==> config.mk <==
export PLATFORM = sky130hd
export DESIGN_NAME = bram_s1_arbiter
export DESIGN_NICKNAME = d
export VERILOG_FILES = /design/src/rtl/bram_s1_arbiter.sv
export SDC_FILE = /design/constraint.sdc
export NUM_CORES = 1
export LEC_CHECK = 0
export BUFFER_PORTS_ARGS = -buffer_cell sky130_fd_sc_hd__buf_2
export CELL_PAD_IN_SITES_DETAIL_PLACEMENT = 1
export CELL_PAD_IN_SITES_GLOBAL_PLACEMENT = 1
export CORE_MARGIN = 2
export CORE_UTILIZATION = 37
export DETAILED_ROUTE_END_ITERATION = 8
export PLACE_DENSITY_LB_ADDON = 0.12
export SYNTH_ARGS = -nofsm -noshare
export SYNTH_HDL_FRONTEND = slang
export SYNTH_SLANG_ARGS = --single-unit
==> constraint.sdc <==
create_clock -name CLK -period 2.3 [get_ports CLK]
set_clock_uncertainty 0.1 [all_clocks]
set_input_delay 0 -clock CLK [delete_from_list [all_inputs] [get_ports CLK]]
set_output_delay 0 -clock CLK [all_outputs]
set_load 0.01 [all_outputs]
==> src/rtl/bram_s1_arbiter.sv <==
// Round-robin arbiter for two clients sharing a single-port 4096x1 RAM, with a post-reset/on-demand clear sweep.
// Grants are combinational and reads return one cycle later; requests stall (ACK=0) while BUSY.
module bram_s1_arbiter #(
    parameter int ADDR_W         = 12,
    parameter int CLEAR_ON_RESET = 1,
    parameter bit CLEAR_VAL      = 1'b0
) (
    input  logic              CLK,
    input  logic              RST,
    input  logic              CLR_START,
    output logic              BUSY,
    input  logic              A_REQ,
    input  logic              A_WE,
    input  logic [ADDR_W-1:0] A_ADDR,
    input  logic              A_DI,
    output logic              A_ACK,
    output logic              A_VLD,
    output logic              A_DO,
    input  logic              B_REQ,
    input  logic              B_WE,
    input  logic [ADDR_W-1:0] B_ADDR,
    input  logic              B_DI,
    output logic              B_ACK,
    output logic              B_VLD,
    output logic              B_DO,
    output logic              RAM_EN,
    output logic              RAM_WE,
    output logic [ADDR_W-1:0] RAM_ADDR,
    output logic              RAM_DI,
    input  logic              RAM_DO
);

    typedef enum logic {S_IDLE, S_CLEAR} state_t;

    localparam state_t              RST_STATE = (CLEAR_ON_RESET != 0) ? S_CLEAR : S_IDLE;
    localparam logic [ADDR_W-1:0]   LAST_ADDR = '1;

    state_t              state;
    logic [ADDR_W-1:0]   clr_cnt;
    logic                ptr_b;
    logic                a_vld_q, b_vld_q;
    logic                a_do_q, b_do_q;
    logic [ADDR_W-1:0]   last_addr;
    logic                last_di;
    logic                arb_ok, clearing, gnt_a, gnt_b;

    // RST gating keeps the RAM and clients quiet while reset is held.
    assign arb_ok   = (state == S_IDLE) && !CLR_START && !RST;
    assign clearing = (state == S_CLEAR) && !RST;
    assign gnt_a    = arb_ok && A_REQ && (!B_REQ || !ptr_b);
    assign gnt_b    = arb_ok && B_REQ && (!A_REQ || ptr_b);

    assign A_ACK = gnt_a;
    assign B_ACK = gnt_b;
    assign BUSY  = (state == S_CLEAR);
    assign A_VLD = a_vld_q;
    assign B_VLD = b_vld_q;
    assign A_DO  = a_vld_q ? RAM_DO : a_do_q;
    assign B_DO  = b_vld_q ? RAM_DO : b_do_q;

    always_comb begin
        RAM_EN   = 1'b0;
        RAM_WE   = 1'b0;
        RAM_ADDR = last_addr;
        RAM_DI   = last_di;
        if (clearing) begin
            RAM_EN   = 1'b1;
            RAM_WE   = 1'b1;
            RAM_ADDR = clr_cnt;
            RAM_DI   = CLEAR_VAL;
        end else if (gnt_a) begin
            RAM_EN   = 1'b1;
            RAM_WE   = A_WE;
            RAM_ADDR = A_ADDR;
            RAM_DI   = A_DI;
        end else if (gnt_b) begin
            RAM_EN   = 1'b1;
            RAM_WE   = B_WE;
            RAM_ADDR = B_ADDR;
            RAM_DI   = B_DI;
        end
    end

    always_ff @(posedge CLK or posedge RST) begin
        if (RST) begin
            state     <= RST_STATE;
            clr_cnt   <= '0;
            ptr_b     <= 1'b0;
            a_vld_q   <= 1'b0;
            b_vld_q   <= 1'b0;
            a_do_q    <= 1'b0;
            b_do_q    <= 1'b0;
            last_addr <= '0;
            last_di   <= 1'b0;
        end else begin
            last_addr <= RAM_ADDR;
            last_di   <= RAM_DI;
            a_vld_q   <= gnt_a && !A_WE;
            b_vld_q   <= gnt_b && !B_WE;
            if (a_vld_q) a_do_q <= RAM_DO;
            if (b_vld_q) b_do_q <= RAM_DO;
            case (state)
                S_CLEAR: begin
                    clr_cnt <= clr_cnt + 1'b1;
                    if (clr_cnt == LAST_ADDR) state <= S_IDLE;
                end
                default: begin
                    if (CLR_START) begin
                        state   <= S_CLEAR;
                        clr_cnt <= '0;
                    end else if (gnt_a || gnt_b) begin
                        ptr_b <= gnt_a;
                    end
                end
            endcase
        end
    end

endmodule

==> impl_metrics.tcl, run 1 <==
set metrics [dict create \
    hp-class "primary input to flip-flop" \
    crit_arrival_ns 2.12 \
    fin_nets 287 \
    diodes 0 \
    grt_overflow 0 \
    drc 0 \
    antenna_found_initial 0 \
    fill_cells 510 \
    netlist_instances 177 \
    synthDistinctLibCells 36 \
    grt_pass1_vias 1736 \
    drt_iter0_markers 49 \
    tightest_slew_ns 0.7770 \
    maxSlewViolCount 0 \
    start_util 0.3881 \
    drive_gt1_frac 0.3636 \
    max-cap-violations 0 \
    synth.largest_area_cell "dfrtp_1" \
    hold_viol 0 \
    htree_levels 2 \
    clockBufferDepth 2 \
    cts_made_buffers 5 \
    grt_pass1_wl_mm 8.742 \
    finalSetupTns_ns 0 \
    io_buffers 55 \
    design.core.area_um2 4384 \
    criticalPathCategory "flip-flop to output port" \
    required_ns 2.20 \
    synth_seq_cells 31 \
    rsz0062_at_grt "no" \
    grtUsageTotal 0.2209 \
    setup_viol 0 \
    power_leakage_nw 1.116 \
    synth_top_area_frac 0.4412 \
    vdd_drop_max_uv 348.8 \
    yosys_warnings 0 \
    powerDensity_nw_per_um2 722.4 \
    gp_congestion 0.8138 \
    hp-start "CLR_START" \
    dp_hpwl_mm 3.669 \
    status "finished, final reports clean" \
    vias 1661 \
    dieWidth_um 71.82 \
    hold_path_depth 4 \
    syn_to_final_growth_pct 39.41 \
    ant_nets 0 \
    clk_pin_slew_ns 0.06 \
    wl_per_cell_um 17.86 \
    root_buffer "clkbuf_8" \
    post-route-min-period_ns 2.223 \
    num_rows 24 \
    post_cts_buffers 0 \
    path_max_fanout 17 \
    r2r_cells 4 \
    fmax_ghz 0.4497 \
    cts.sinks 31 \
    dpl.cell_count 278 \
    max-slew-margin-rel 0.4801 \
    synth.area.top_cells "dfrtp_1 (44%), nand2_1 (7.5%), nor3_2 (6.5%)" \
    dieArea_um2 5157 \
    wl_mm 5.448 \
    synth_nets 212 \
    startpoint_type "flip-flop" \
    netlist_area_um2 1702 \
    clkLatencyLatePin_ns 0.28 \
    syn_area_per_cell_um2 9.614 \
    period_share 0.9667 \
    ys_seq_area_frac 0.4566 \
    first_pass_iters 4 \
    die_y_um 71.82 \
    worstSetupEndpointType "output port" \
    cts_tree "done" \
    startpoint "BUSY" \
    ios 56 \
    viasPerCell 5.446 \
    instances_no_fill 305 \
    grt_max_degree 20 \
    r2r-start "BUSY" \
]
-- synthesized netlist by cell type (all sizes together) --
master / instances
xor2: 1
and3: 3
a31oi: 1
buf: 4
dfrtp: 30
and4: 2
inv: 2
dfstp: 1
or3: 2
nand3: 5
ha: 1
a311oi: 1
clkbuf: 7
clkinv: 1
mux2i: 1
a22o: 9
nand3b: 1
nand2: 34
a211oi: 12
o31ai: 12
nor3: 13
nand4: 2
nor2b: 2
nand2b: 1
o21ai: 1
a221o: 1
mux2: 3
nor2: 17
xnor2: 7
-- report_power, final --
group	total (mW)	switching, mW	internal [mW]
sequential	0.773	0.115	0.658
clock	0.468	0.195	0.273
combinational	0.474	0.228	0.246
-- flip-flops by register name, summed over array words and instances (netlist names) --
signal,cells
A_VLD,1
BUSY,1
B_VLD,1
a_do_q,1
b_do_q,1
clr_cnt,12
last_addr,12
last_di,1
ptr_b,1
-- path summary, 6_finish.rpt --
| path | to | slack, ns |
|---|---|---|
| max in group asynchronous | clr_cnt[1] | 1.09 |
| worst min-delay path | clr_cnt[10] | 0.04 |
| worst max register to register | last_addr[0] | 0.44 |
| worst min register to register | b_do_q | 0.40 |
| worst max-delay path | RAM_ADDR[0] | 0.08 |
| min in group asynchronous | last_addr[0] | 0.35 |
-- timing repair --
action | CTS | global route
endpoints found under the hold margin | 35 | 0
endpoints found under the setup margin | 0 | 15
hold buffers | 19 | 0
gates resized for setup | 0 | 12
-- worst max-delay path, stage by stage (launching register included) --
cell	delay [ns]
dfstp_4	0.53
or3_4	0.46
nor3_2	0.21
a211oi_1	0.08
o31ai_1	0.35
buf_2	0.21
-- layout make-up --
| type | count | area [um^2] | share of cell area |
|---|---|---|---|
| Multi-Input combinational cell | 132 | 907.1 | 0.3824 |
| Sequential cell | 31 | 780.7 | 0.3291 |
| Timing Repair Buffer | 79 | 503.0 | 0.2120 |
| Clock buffer | 8 | 100.1 | 0.04219 |
| Tap cell | 52 | 65.06 | 0.02743 |
| Inverter | 3 | 16.27 | 0.006857 |
-- metrics by stage --
stage	area, um^2	utilization	total power, mW	setup WS (ns)	hold slack, ns
2_1_floorplan	1702	-	1.046	0.4803	-0.03359
3_3_place_gp	2024	0.4618	1.198	0.4237	0.07425
3_5_place_dp	2024	0.4618	1.219	0.3245	0.07373
4_1_cts	2315	0.5280	1.721	0.01327	0.004051
5_1_grt	2372	0.5411	1.813	0.002862	0.08835
6_report	2372	0.5411	1.714	0.07652	0.03691
-- cells by family (layout without fill, tap and decap cells) --
group / count (synthesis) / after routing / share of synthesized area
simple gates: 82 / 82 / 0.2574
xor+xnor: 8 / 8 / 0.04118
mux: 4 / 4 / 0.02573
compound gates: 37 / 37 / 0.1728
fa+ha+maj: 1 / 1 / 0.007352
buf+inv: 14 / 90 / 0.03897
flops: 31 / 31 / 0.4566
-- cell usage in the layout, fill, tap and decap left out, types with 2 or more instances in the layout --
cell	synthesis	final
a211oi_1	12	11
a22o_1	9	9
and3_1	3	3
and4_1	2	2
buf_2	2	55
buf_4	1	5
clkbuf_8	0	7
dfrtp_1	30	30
dlygate4sd3_1	0	19
mux2_2	3	3
nand2_1	34	34
nand3_1	4	4
nand4_1	2	2
nor2_1	17	17
nor2b_1	2	2
nor3_2	11	11
o31ai_1	11	9
o31ai_2	1	3
xnor2_1	7	7
-- per-layer routing --
metal / global-route usage / vias to the layer above / routed length, um
met4: 0.05451 / 0 / 86
met2: 0.3817 / 42 / 2751
met1: 0.2843 / 818 / 2340
met5: 0 / - / 0
li1: - / 790 / -
met3: 0.04360 / 11 / 270
(Power assumes the default switching activity.)
==> run 2: changes to the inputs <==
--- a/config.mk
+++ b/config.mk
@@ -8,6 +8,7 @@
 export BUFFER_PORTS_ARGS = -buffer_cell sky130_fd_sc_hd__buf_2
 export CELL_PAD_IN_SITES_DETAIL_PLACEMENT = 1
 export CELL_PAD_IN_SITES_GLOBAL_PLACEMENT = 1
+export CORE_ASPECT_RATIO = 1.4
 export CORE_MARGIN = 2
 export CORE_UTILIZATION = 37
 export DETAILED_ROUTE_END_ITERATION = 8
==> run 2 against run 1 <==
  * Via count down 1.6%
  * Critical path depth stayed put
  * Register-to-register slack hardly changed
  * Cell area shrank 1.3%
  * Combinational power hardly changed
  * Sequential power grew 1%
  * Worst setup slack improved by 0.039 ns
  * Wire length is 5.5% lower
  * Final cell count rose by 3.0%
  * Global-route usage decreased by 0.32 points
==> impl_metrics.tcl, run 2 (same netlist as run 1, synthesis figures left out) <==
set metrics [dict create \
    fin_nets 286 \
    power_leakage_nw 1.106 \
    antenna_found_initial 0 \
    drc 0 \
    fin_util 0.5248 \
    design.core.area_um2 4463 \
    required_ns 2.20 \
    design_area_um2 2342 \
    cts_made_buffers 5 \
    diodes 0 \
    dieWidth_um 61.32 \
    placed_area_um2 2037 \
    gp_congestion 0.8156 \
    drive_gt1_frac 0.3571 \
    dieArea_um2 5165 \
    status "finished, final reports clean" \
    cts_tree "done" \
    period_share 0.9500 \
    finalHoldWorstSlack_ns 0.008463 \
    num_rows 29 \
    htree_levels 2 \
    slowest_delay_ns 0.50 \
    wl_per_cell_um 16.39 \
    grt_max_degree 18 \
    grtUsageTotal 0.2177 \
    post-route-min-period_ns 2.185 \
    viasPerCell 5.207 \
    io_buffers 55 \
    final_common_cell "buf_2" \
    tightest_slew_ns 0.7346 \
    syn_to_final_growth_pct 37.65 \
    first_pass_iters 4 \
    grt_overflow 0 \
    criticalPathCategory "flip-flop to output port" \
    vias 1635 \
    worstSetupEndpointType "output port" \
    hold_viol 0 \
    setup_viol 0 \
    dp_hpwl_mm 3.774 \
    path_max_fanout 17 \
    ios 56 \
    rsz0062_at_grt "no" \
    root_buffer "clkbuf_8" \
    wl_mm 5.147 \
    fmax_ghz 0.4577 \
    drt_iter0_markers 39 \
    die_y_um 84.24 \
    grt_pass1_wl_mm 8.480 \
    vdd_drop_max_uv 505.2 \
    reg_top3 "clr_cnt x12, last_addr x12" \
    powerDensity_nw_per_um2 734.3 \
    startpoint_type "flip-flop" \
    max-cap-violations 0 \
    maxSlewViolCount 0 \
    clockBufferDepth 2 \
    path_cells "or3_4 -> nor3_2 -> a211oi_1 -> o31ai_1 -> buf_2" \
    slowest_stage "or3_4" \
    ant_nets 0 \
    max-slew-margin-rel 0.5085 \
    grt_pass1_vias 1774 \
    finalSetupTns_ns 0 \
    final_cell_mix "buf_2 (55), nand2_1 (34), dfrtp_1 (30)" \
    hp-class "primary input to flip-flop" \
    crit_arrival_ns 2.08 \
    cts.sinks 31 \
    clkLatencyLatePin_ns 0.28 \
    clk_pin_slew_ns 0.06 \
    start_util 0.3813 \
]
[run 2: changes by cell type in the layout (fill, tap and decap cells not counted), sizes merged]
cell,before,now
dlygate4sd3,19,18
inv,2,1
clkinv,1,2
[run 2: area by class of cell]
class                   count  area [um^2]
clock buffers               8        100.1
fillers                   530         2121
inverters                   3        12.51
multi-input cells         132        882.1
flip-flops and latches     31        777.0
well taps                  62        77.57
repair buffers             78        493.0
[run 2: worst paths after layout]
kind | slack, ns | cells past startpoint | from | to
worst max register to register | 0.44 | 5 | BUSY | last_addr[3]
worst min-delay path | 0.008 | 4 | CLR_START | clr_cnt[10]
max in group asynchronous | 1.17 | 4 | RST | clr_cnt[4]
worst max-delay path | 0.12 | 5 | BUSY | RAM_ADDR[9]
worst min register to register | 0.40 | 1 | b_do_q | b_do_q
min in group asynchronous | 0.27 | 3 | RST | clr_cnt[11]
[run 2: per-stage QoR]
stage / power, mW / setup slack, ns / cells
floorplan: 1.046 / 0.4803 / 177
global placement: 1.208 / 0.4305 / 288
detailed placement: 1.234 / 0.3497 / 288
CTS: 1.731 / 0.04472 / 314
global route: 1.819 / 0.01598 / 314
finish: 1.720 / 0.1151 / 314
[run 2: worst max-delay path, delay by kind of cell (launching register included)]
kind / cells / cell delay, ns
flops: 1 / 0.46
buf+inv: 1 / 0.20
simple gates: 2 / 0.71
compound gates: 2 / 0.43
[run 2: routing by layer]
layer  global-route usage  wire length, um
met3              0.04314              238
met2               0.3723             2670
met4              0.07115               77
met1               0.2642             2160
met5                    0                0
[run 2: power by group]
group / switching, mW / internal [mW]
clock network: 0.194 / 0.273
registers: 0.125 / 0.658
logic: 0.226 / 0.244
total: 0.545 / 1.17
[run 2: repair_timing]
action,4_1_cts,5_1_grt
setup endpoints to repair,0,13
gates resized for setup,0,5
hold buffers,18,0
hold endpoints to repair,31,0
buffers inserted,0,0
